File: src/rtl/spi_frame_loader.sv
// Receive-only SPI loader for a ROWS x COLS one-bit frame, double-buffered so the
// scan driver only ever sees complete, correctly sized frames.
module spi_frame_loader #(
    parameter int ROWS        = 16,
    parameter int COLS        = 32,
    parameter int SYNC_STAGES = 2
) (
    input  logic                      clk,
    input  logic                      reset,
    input  logic                      sck,
    input  logic                      sdi,
    input  logic                      cs_n,
    output logic [ROWS-1:0][COLS-1:0] matrix,
    output logic                      frame_done,
    output logic                      frame_err,
    output logic                      busy
);
    localparam int TOTAL = ROWS * COLS;
    localparam int CW    = $clog2(TOTAL) + 1;
    localparam int CB    = $clog2(COLS);
    localparam int RW    = $clog2(ROWS);

    typedef enum logic [1:0] {IDLE, RECV, COMMIT} state_t;

    logic [SYNC_STAGES-1:0] sck_s, sdi_s, cs_s;
    logic                   sck_q, cs_q;
    logic                   sck_rise, cs_fall, cs_rise, sdi_b;

    state_t                   state;
    logic [CW-1:0]            bitcnt;
    logic [COLS-1:0]          rowreg;
    logic                     ovf;
    logic [ROWS-1:0][COLS-1:0] back;
    logic [RW-1:0]            row;

    // cs_n synchronizer resets low so a reset taken mid-transfer (cs_n still low)
    // cannot manufacture a falling edge and restart reception halfway through a frame.
    always_ff @(posedge clk or posedge reset) begin
        if (reset) begin
            sck_s <= '0;
            sdi_s <= '0;
            cs_s  <= '0;
            sck_q <= 1'b0;
            cs_q  <= 1'b0;
        end else begin
            sck_s <= {sck_s[SYNC_STAGES-2:0], sck};
            sdi_s <= {sdi_s[SYNC_STAGES-2:0], sdi};
            cs_s  <= {cs_s[SYNC_STAGES-2:0], cs_n};
            sck_q <= sck_s[SYNC_STAGES-1];
            cs_q  <= cs_s[SYNC_STAGES-1];
        end
    end

    assign sck_rise = sck_s[SYNC_STAGES-1] & ~sck_q;
    assign cs_fall  = ~cs_s[SYNC_STAGES-1] & cs_q;
    assign cs_rise  = cs_s[SYNC_STAGES-1] & ~cs_q;
    assign sdi_b    = sdi_s[SYNC_STAGES-1];
    assign row      = bitcnt[CB +: RW];

    always_ff @(posedge clk or posedge reset) begin
        if (reset) begin
            state      <= IDLE;
            bitcnt     <= '0;
            rowreg     <= '0;
            ovf        <= 1'b0;
            back       <= '0;
            matrix     <= '0;
            frame_done <= 1'b0;
            frame_err  <= 1'b0;
            busy       <= 1'b0;
        end else begin
            frame_done <= 1'b0;
            frame_err  <= 1'b0;
            case (state)
                IDLE: begin
                    if (cs_fall) begin
                        bitcnt <= '0;
                        rowreg <= '0;
                        ovf    <= 1'b0;
                        busy   <= 1'b1;
                        state  <= RECV;
                    end
                end
                RECV: begin
                    // end of frame wins over a coincident sck edge
                    if (cs_rise) begin
                        busy  <= 1'b0;
                        state <= COMMIT;
                    end else if (sck_rise) begin
                        if (bitcnt < CW'(TOTAL)) begin
                            rowreg <= {rowreg[COLS-2:0], sdi_b};
                            bitcnt <= bitcnt + CW'(1);
                            if (bitcnt[CB-1:0] == CB'(COLS - 1))
                                back[row] <= {rowreg[COLS-2:0], sdi_b};
                        end else begin
                            ovf <= 1'b1;
                        end
                    end
                end
                COMMIT: begin
                    if (bitcnt == CW'(TOTAL) && !ovf) begin
                        matrix     <= back;
                        frame_done <= 1'b1;
                    end else begin
                        frame_err  <= 1'b1;
                    end
                    state <= IDLE;
                end
                default: state <= IDLE;
            endcase
        end
    end
endmodule

File: config.mk
export PLATFORM = sky130hd
export DESIGN_NAME = spi_frame_loader
export DESIGN_NICKNAME = d
export VERILOG_FILES = /design/src/rtl/spi_frame_loader.sv
export SDC_FILE = /design/constraint.sdc
export NUM_CORES = 2
export LEC_CHECK = 0
export CAP_MARGIN = 25
export CELL_PAD_IN_SITES_DETAIL_PLACEMENT = 1
export CELL_PAD_IN_SITES_GLOBAL_PLACEMENT = 1
export CORE_UTILIZATION = 50
export CTS_CLUSTER_SIZE = 14
export DETAILED_ROUTE_END_ITERATION = 10
export PLACE_DENSITY_LB_ADDON = 0.1
export RECOVER_POWER = 50
export SLEW_MARGIN = 25
export SYNTH_ARGS = -nofsm -noshare
export SYNTH_HDL_FRONTEND = slang
export SYNTH_SLANG_ARGS = --single-unit
File: constraint.sdc
create_clock -name clk -period 68.9 [get_ports clk]
set_clock_uncertainty 0.2 [all_clocks]
set_input_delay 6.89 -clock clk [delete_from_list [all_inputs] [get_ports clk]]
set_output_delay 6.89 -clock clk [all_outputs]
set_load 0.1 [all_outputs]
==> flow_summary.toml <==
[outcome]
status = "finished with violations"
violations = "capacitance limit, slew limit"

[routing]
num_vias = 22188
wire_per_inst_um = 26.6
drc = 0
drt_iter0_drc = 1122
wl_mm = 107
vias_per_cell = 5.50
postRouteAntennaNets = 0
drt_first_pass_iters = 4

[critical_path]
critPathLaunchType = "primary input"
reg2reg_to = "matrix[327]$_DFFE_PP0P_"
crit_start = "reset"
r2r_start = "bitcnt[0]$_DFFE_PP0P_"
r2r_slack_ps = 54180
reg2reg_depth = 10
worstPathArrival_ps = 15200
crit_path_end = "back[409]$_DFFE_PP0P_"
crit_required_ps = 69390
worstPathMaxFanout = 154
critical_path_class = "in -> async"
end_kind = "async pin"

[logic_synthesis]
synth_top_area_share_pct = 66.5
synth_area_leaders = "dfrtp_1 66%, mux2_2 24%, mux2_1 2.9%, mux2_4 2.2%, buf_4 0.96%"
synth_most_common_cell = "dfrtp_1"
synth-seq-cells = 1079
avgSynthCellArea_um2 = 17.1
synth_flop_cell = "dfrtp_1"
yosysTopAreaCell = "dfrtp_1"
syn-num-nets = 2385
synthTopCellsByCount = "1,079 x dfrtp_1, 859 x mux2_2, 106 x mux2_1"
async_reset_ff_share_pct = 100
syn_area_mm2 = 0.0406
ys_types = 41
synth_edf_count = 0
yosysSeqAreaShare_pct = 66.5
syn_inst = 2377
yosys_warnings = 0

[clock_network]
ctsResizeCount = 0
clock_path_buffers = 3
clock_latency_ps = 670
cts.sinks = 1079
clkTransAtPathRegs_ps = 60
htree_num_levels = 3
numCtsBuffers = 108
cts_tree = "yes"
clockRootBuffer = "clkbuf_16"
post_cts.repair.setup_buffers = 0
postCtsHoldBufs = 0

[floorplanning]
rows = 104
core_mm2 = 0.0804
ios = 520
start_util_pct = 50.5
die_w_um = 287
die-area_mm2 = 0.0824
die_h_um = 287

[sta]
period_share_pct = 21.4
hold_viol_final = 0
tns_ps = 0
drv_slew = 1273
slew_headroom_pct = -272
setup_viol = 0
rsz0062_at_grt = "false"
fin_crit_ps = 14720
max_freq_mhz = 67.9
worstMarginPinSlew_ps = 5560
hold_ws_ps = 150

[placement]
io_buffers = 519
place_inst = 3833
gp_congestion = 0.809
post_dp_cell_area_mm2 = 0.0465
hpwl_mm = 67.5

[power_and_ir_drop]
finalPower_w = 0.00128
switching_power_w = 0.000268
leakagePower_nw = 24.8
p_comb_share_pct = 1.5
p_seq_share_pct = 49.8
internal_power_w = 0.00102
p_per_area_mw_per_mm2 = 25.7
peakVddDrop_v = 0.0000214
clockPowerShare_pct = 48.7
switching_share_pct = 20.9

[global_route]
grt_use_met2_pct = 44.1
top_usage_layer = "met2"
grt_usage_pct = 26.6
antenna_found_initial = 6
grt_pass1_vias = 24909
overflow = 0
grt_pass1_wl_mm = 164
met1_usage_pct = 35.4
grt_start_max_net_pins = 155
grt_util_met3_pct = 5.48

[layout]
finalInstanceArea_mm2 = 0.0499
finalNetCount = 2894
area_delta_synth_final_pct = 22.7
regArea_mm2 = 0.0270
final.fill_count = 7081
fin_cells = 4034
multi_input_area_mm2 = 0.0124
drive_gt1_share_pct = 35.7

[flow_run]
max_cap_viol_count = 30

[hold_path]
hp-class = "reg -> reg"
hold_depth = 0
registers in the layout, summed over array words and instances (netlist names):
signal,flops
back,512
matrix,512
rowreg,31
bitcnt,10
cs_s,2
sck_s,2
sdi_s,2
state,2
busy,1
cs_q,1
frame_done,1
frame_err,1
ovf,1
sck_q,1
final cells by class:
class | count | area share, %
Multi-Input combinational cell | 1138 | 24.8
Antenna cell | 2 | 0.0100
Clock buffer | 152 | 6.32
Timing Repair Buffer | 553 | 10.6
Tap cell | 1060 | 2.66
Inverter | 6 | 0.0502
Sequential cell | 1079 | 54.2
Clock inverter | 44 | 1.33
cell usage in the layout, fill, tap and decap left out, types with 8 or more instances in the layout:
master | netlist | layout
nor2_1 | 19 | 14
dfrtp_2 | 0 | 8
clkinv_2 | 0 | 19
clkbuf_8 | 0 | 22
mux2_2 | 859 | 843
a22o_1 | 33 | 33
clkdlybuf4s50_1 | 0 | 495
mux2_1 | 106 | 179
dfrtp_1 | 1079 | 1071
clkbuf_16 | 0 | 111
bufinv_16 | 0 | 16
clkbuf_1 | 42 | 56
through the flow:
step,utilization [%],setup slack [ps]
floorplan,-,31430
global placement,57.8,57400
detailed placement,57.8,57250
CTS,62.5,57950
global route,62.0,52680
finish,62.0,54180
worst min-delay path by stage:
stage	from	to	slack [ps]
CTS	sck_s[0]$_DFF_PP0_	sck_s[1]$_DFF_PP0_	150
global route	sck_s[0]$_DFF_PP0_	sck_s[1]$_DFF_PP0_	170
finish	sck_s[0]$_DFF_PP0_	sck_s[1]$_DFF_PP0_	150
detailed placement	sck_s[0]$_DFF_PP0_	sck_s[1]$_DFF_PP0_	140
global placement	sck_s[0]$_DFF_PP0_	sck_s[1]$_DFF_PP0_	130
floorplan	cs_s[0]$_DFF_PP0_	cs_s[1]$_DFF_PP0_	130
power groups by stage:
stage	clock (W)	combinational (W)	sequential, W
floorplan	0	0.0000135	0.000650
global placement	0	0.0000195	0.000650
detailed placement	0	0.0000200	0.000650
CTS	0.000638	0.0000201	0.000639
global route	0.000660	0.0000222	0.000639
finish	0.000625	0.0000191	0.000639
metal layers:
layer	vias to the layer above	routed length, µm
met5	-	0
met4	0	2930
met3	169	6140
met2	516	53900
met1	12101	44300
li1	9402	-
logic make-up (layout without fill, tap and decap cells):
kind of cell	after synthesis	after routing	share of synthesized area (%)
AND/OR/NAND/NOR	62	62	0.939
flip-flops	1079	1079	66.5
other	0	2	0
multiplexers	1025	1025	29.0
AO/OA/AOI/OAI	46	46	0.905
buffers and inverters	160	755	2.60
XOR/XNOR	2	2	0.0431
adder cells (fa/ha/maj)	3	3	0.0924
critical path: stages:
cell and delay, ps:
dlygate4sd3_1 580, clkinvlp_2 2770, clkbuf_1 2420, buf_12 590, buf_4 820, buf_4 790
No activity file was read; power rests on OpenSTA's default activity.
